--- config.mk ---
export PLATFORM = sky130hd
export DESIGN_NAME = uart_tx_arbiter
export DESIGN_NICKNAME = d
export VERILOG_FILES = /design/src/rtl/uart_tx_arbiter.sv
export SDC_FILE = /design/constraint.sdc
export NUM_CORES = 1
export LEC_CHECK = 0
export BUFFER_PORTS_ARGS = -buffer_cell sky130_fd_sc_hd__buf_4
export CORE_MARGIN = 4
export CORE_UTILIZATION = 39
export CTS_BUF_LIST = sky130_fd_sc_hd__clkbuf_4 sky130_fd_sc_hd__clkbuf_8
export CTS_CLUSTER_SIZE = 30
export DETAILED_ROUTE_END_ITERATION = 12
export GPL_TIMING_DRIVEN = 1
export PLACE_DENSITY = 0.75
export SLEW_MARGIN = 20
export SYNTH_ARGS = -nofsm -noshare
export SYNTH_HDL_FRONTEND = slang
export SYNTH_SLANG_ARGS = --single-unit
--- constraint.sdc ---
create_clock -name clk -period 2.3 [get_ports clk]
set_clock_uncertainty 0.05 [all_clocks]
set_input_delay 0.345 -clock clk [delete_from_list [all_inputs] [get_ports clk]]
set_output_delay 0.345 -clock clk [all_outputs]
set_load 0.005 [all_outputs]
--- src/rtl/uart_tx_arbiter.sv ---
// Round-robin arbiter sharing one uart_tx serializer between NUM_REQ byte
// streams. It issues one tx_dv pulse per byte and waits for tx_done before the
// next decision. Optional burst locking keeps a message contiguous, bounded by
// MAX_BURST.
module uart_tx_arbiter #(
  parameter int NUM_REQ   = 4,
  parameter int ID_W      = 2,
  parameter int MAX_BURST = 8
) (
  input  logic                 clk,
  input  logic                 rst,
  input  logic [NUM_REQ-1:0]   req_valid,
  input  logic [8*NUM_REQ-1:0] req_byte,
  input  logic [NUM_REQ-1:0]   req_last,
  output logic [NUM_REQ-1:0]   req_ready,
  output logic                 tx_dv,
  output logic [7:0]           tx_byte,
  input  logic                 tx_active,
  input  logic                 tx_done,
  output logic [ID_W-1:0]      grant_id,
  output logic                 busy
);

  typedef enum logic [1:0] {S_IDLE, S_WAIT_DONE, S_GAP} state_e;

  state_e               state_q, state_d;
  logic                 tx_dv_q, tx_dv_d;
  logic [7:0]           tx_byte_q, tx_byte_d;
  logic [NUM_REQ-1:0]   req_ready_q, req_ready_d;
  logic [ID_W-1:0]      grant_id_q, grant_id_d;
  logic                 busy_q, busy_d;
  logic [ID_W-1:0]      ptr_q, ptr_d;
  logic                 lock_q, lock_d;
  logic [ID_W-1:0]      lock_id_q, lock_id_d;
  logic [7:0]           burst_cnt_q, burst_cnt_d;

  // Decision signals shared by the next-state and output processes.
  logic                 decide;
  logic                 lock_hit;
  logic                 grant;
  logic [ID_W-1:0]      grant_k;
  logic [ID_W:0]        cand_sum;
  logic [ID_W-1:0]      cand;
  logic [7:0]           burst_new;

  // State register and all registered outputs.
  always_ff @(posedge clk) begin
    if (rst) begin
      state_q     <= S_IDLE;
      tx_dv_q     <= 1'b0;
      tx_byte_q   <= '0;
      req_ready_q <= '0;
      grant_id_q  <= '0;
      busy_q      <= 1'b0;
      ptr_q       <= '0;
      lock_q      <= 1'b0;
      lock_id_q   <= '0;
      burst_cnt_q <= '0;
    end else begin
      // NOTE: flops take non-blocking assignments so every register samples the pre-edge values.
      state_q     <= state_d;
      tx_dv_q     <= tx_dv_d;
      tx_byte_q   <= tx_byte_d;
      req_ready_q <= req_ready_d;
      grant_id_q  <= grant_id_d;
      busy_q      <= busy_d;
      ptr_q       <= ptr_d;
      lock_q      <= lock_d;
      lock_id_q   <= lock_id_d;
      burst_cnt_q <= burst_cnt_d;
    end
  end

  // Pick the requester to grant: locked owner first, else first valid from ptr.
  always_comb begin
    // NOTE: every always_comb output gets a default first so no latch is inferred.
    decide   = (state_q == S_IDLE) && !tx_active;
    lock_hit = lock_q && req_valid[lock_id_q];
    grant    = 1'b0;
    grant_k  = '0;
    cand_sum = '0;
    cand     = '0;
    if (decide) begin
      if (lock_hit) begin
        grant   = 1'b1;
        grant_k = lock_id_q;
      end else begin
        // Walk downward so the lowest offset from ptr wins the final overwrite.
        for (int i = NUM_REQ - 1; i >= 0; i--) begin
          cand_sum = {1'b0, ptr_q} + (ID_W + 1)'(i);
          if (cand_sum >= (ID_W + 1)'(NUM_REQ)) cand_sum = cand_sum - (ID_W + 1)'(NUM_REQ);
          cand = cand_sum[ID_W-1:0];
          if (req_valid[cand]) begin
            grant   = 1'b1;
            grant_k = cand;
          end
        end
      end
    end
    burst_new = lock_hit ? burst_cnt_q + 8'd1 : 8'd1;
  end

  // Next-state logic.
  always_comb begin
    state_d = state_q;
    case (state_q)
      S_IDLE:      if (grant) state_d = S_WAIT_DONE;
      S_WAIT_DONE: if (tx_done) state_d = S_GAP;
      S_GAP:       state_d = S_IDLE;
      default:     state_d = S_IDLE;
    endcase
  end

  // Registered outputs, round-robin pointer and burst lock bookkeeping.
  always_comb begin
    tx_dv_d     = 1'b0;
    req_ready_d = '0;
    tx_byte_d   = tx_byte_q;
    grant_id_d  = grant_id_q;
    busy_d      = busy_q;
    ptr_d       = ptr_q;
    lock_d      = lock_q;
    lock_id_d   = lock_id_q;
    burst_cnt_d = burst_cnt_q;
    // A decision that cannot use the lock drops it, even if nothing is granted.
    if (decide && !lock_hit) lock_d = 1'b0;
    if (grant) begin
      tx_dv_d     = 1'b1;
      req_ready_d = NUM_REQ'(1) << grant_k;
      tx_byte_d   = req_byte[{grant_k, 3'b000} +: 8];
      grant_id_d  = grant_k;
      busy_d      = 1'b1;
      ptr_d       = (grant_k == ID_W'(NUM_REQ - 1)) ? '0 : grant_k + ID_W'(1);
      burst_cnt_d = burst_new;
      lock_d      = !req_last[grant_k] && (burst_new < 8'(MAX_BURST));
      lock_id_d   = grant_k;
    end
    if (state_q == S_GAP) busy_d = 1'b0;
  end

  assign tx_dv     = tx_dv_q;
  assign tx_byte   = tx_byte_q;
  assign req_ready = req_ready_q;
  assign grant_id  = grant_id_q;
  assign busy      = busy_q;

endmodule

==> impl_metrics.ini <==
[synth]
syn-num-nets = 224
synth-edff-count = 0
ys_ff_latch = 29
yosys.area.top_type = dfxtp_1
yosysMostFrequentCell = dfxtp_1
synth_top_area_share_pct = 34.5
yosysWarnings = 0
async_flop_share_pct = 0
syn_avg_cell_area_um2 = 9.44
synth-seq-area-share_pct = 34.5
synth-main-ff-cell = dfxtp_1
synth_cell_type_count = 54
syn_area_um2 = 1680
syn_inst = 178
synth_area_leaders = dfxtp_1 (35%), mux2i_1 (11%), o221ai_2 (8.0%)
synth_common_cells = dfxtp_1 (29), mux2i_1 (18), nor2_1 (16)

[routing]
via_per_inst = 5.34
vias = 1559
drc = 0
wl_um = 3950
drtAntennaViolNets = 0
avgRoutedWirePerCell_um = 13.5
drt-initial-drc-count = 43
dr.pass1.iters = 4

[grt]
grt_max_degree = 23
antenna_found_initial = 0
grt.overflow.total = 0
grt_pass1_wl_um = 6790
track_usage_pct = 16.1
grt_pass1_vias = 1521

[pwr]
power_density_nw_per_um2 = 554
power_frac_comb_pct = 22.1
ir_worst_vdd_mv = 0.287
pwr-share-clk_pct = 33.5
share_seq_of_total_power_pct = 44.5
p_int_w = 0.000898
switching_share_pct = 27.6
switching_power_w = 0.000342
power.leakage_nw = 0.919

[cells_and_area]
layout.nets = 287
drive_gt1_share_pct = 40.5
post-route-util_pct = 54.8
synthToLayoutAreaGrowth_pct = 33.3
final_cells = 292
diodes = 0
fin_area_um2 = 2240
fillCellCount = 386

[cts]
clockBufferDepth = 2
cts_tree = yes
cts_resized = 0
clk_latency_ns = 0.28
clock_sinks = 29
holdBufCountCts = 0
h-tree-depth = 2
cts_root_buf = clkbuf_8
cts_made_buffers = 5
cts_setup_buffers = 0
clk_pin_slew_ns = 0.06

[critical_path]
reg2reg_to = tx_byte[0]
cp_max_fo = 11
r2r_setup_slack_ns = 0.31
r2r_start = lock_id_q[1]
path_buf_inv = 0
arrival_ns = 2.08
worst-path-stages = 5
end_kind = register
max_stage_delay_ns = 0.56
worstPathRequired_ns = 2.39
critical-path-top-delay-family = compound AO/OA/AOI/OAI gates
endpoint = tx_byte[0]
crit_path_start_kind = register
critPathLaunch = lock_id_q[1]
crit_chain = mux2_2 > a2bb2oi_2 > nor2_2 > o211ai_2 > o221ai_2
cpMaxStageDelayCell = o211ai_2
path_class = register to register
reg2reg_depth = 5

[timing]
setup_tns_ns = 0
hold_viol_final = 0
tightest_slew_ns = 0.681
fmax_mhz = 504
setup_viol = 0
drv_slew = 0
min_period_over_period_pct = 86.3
worst_slack_ns = 0.314
maxSlewHeadroom_pct = 54.5
min_period_ns = 1.99
rsz0062_at_grt = false

[placed_design]
dpl_cell_area_um2 = 2150
placedCellCount = 284
post-dp-hpwl_um = 3100
port_buffers = 59
gp_congestion = 0.793
dp_slack_ns = 0.229

[die]
coreArea_um2 = 4090
die_area_um2 = 5420
die_x_um = 73.6
die_height_um = 73.6
fp-row-count = 23
start_util_pct = 41.1
io_pins = 60

[run]
maxCapViolCount = 0

[outcome]
status = complete, no violations

[min_path]
hp-class = input pin to register
[stage by stage]
step,hold slack (ns),power [W]
after global routing,0.297,0.00131
after CTS,0.276,0.00126
after floorplan,0.412,0.000722
after global placement,0.401,0.000835
after detailed placement,0.399,0.000839
final,0.285,0.00124
[cell type report]
class	count	area (um^2)	share of cell area, %
Multi-Input combinational cell	136	1010	45.0
Sequential cell	29	581	25.9
Timing Repair Buffer	64	480	21.5
Clock buffer	6	76.3	3.41
Tap cell	50	62.6	2.79
Inverter	5	21.3	0.950
Clock inverter	2	10.0	0.447
[sequential cells by signal (all words and copies together) (netlist names)]
name	flops
busy	1
ptr_q	2
tx_dv	1
burst_cnt_q	8
tx_byte	8
req_ready	4
lock_q	1
state_q	2
lock_id_q	2
[layer usage]
layer | global-route usage [%] | share of wire [%] | vias to the layer above | wire [um]
li1 | - | - | 792 | -
met1 | 19.6 | 44 | 695 | 1740
met2 | 24.8 | 44 | 62 | 1740
met3 | 6.43 | 9.5 | 10 | 375
met4 | 7.04 | 2.4 | 0 | 93
met5 | 0 | 0 | - | 0
[power by group through the flow]
stage | clock, W | sequential, W | combinational [W]
2_1_floorplan | 0 | 0.000559 | 0.000163
3_3_place_gp | 0 | 0.000562 | 0.000273
3_5_place_dp | 0 | 0.000562 | 0.000277
4_1_cts | 0.000427 | 0.000552 | 0.000278
5_1_grt | 0.000450 | 0.000556 | 0.000304
6_report | 0.000415 | 0.000552 | 0.000274
[placed cells by master (no fill, tap or decap), types with 2 or more instances in the layout]
cell type,Yosys,final
or3_1,2,2
clkinv_2,0,2
a211oi_1,3,3
mux2i_1,18,18
clkbuf_8,0,5
nor2_1,16,16
o21ai_0,7,7
a21oi_1,15,15
and3_2,3,3
buf_4,1,64
o221ai_2,9,9
dfxtp_1,29,29
nand2_1,15,15
nand3b_1,3,3
nor4_1,2,2
nor2_2,2,2
nand2b_1,4,4
nand3_1,2,2
nand4b_1,2,2
inv_1,4,4
nor3_1,2,2
ha_1,2,2
[worst reg2reg max path, delay by kind of cell, from the launching register on]
family          cells  cell delay (ns)
mux                 1             0.38
flops               1             0.42
compound gates      3             0.92
simple gates        1             0.08
[how the worst min path moves through the flow]
stage,startpoint,endpoint,cells after the start
after detailed placement,tx_byte[7],tx_byte[7],2
after global placement,tx_byte[6],tx_byte[6],2
after floorplan,tx_byte[0],tx_byte[0],2
after CTS,tx_done,state_q[0],3
final,tx_done,state_q[0],3
after global routing,tx_done,state_q[1],2
[logic make-up (layout without fill, tap and decap cells)]
| group | count (synthesis) | after routing | share of synthesized area, % |
|---|---|---|---|
| multiplexers | 19 | 19 | 11.4 |
| AO/OA/AOI/OAI | 50 | 50 | 25.0 |
| flip-flops | 29 | 29 | 34.5 |
| adder cells (fa/ha/maj) | 2 | 2 | 1.49 |
| AND/OR/NAND/NOR | 65 | 65 | 22.1 |
| buffers and inverters | 13 | 77 | 5.44 |
Power figures use the tool's default switching activity.
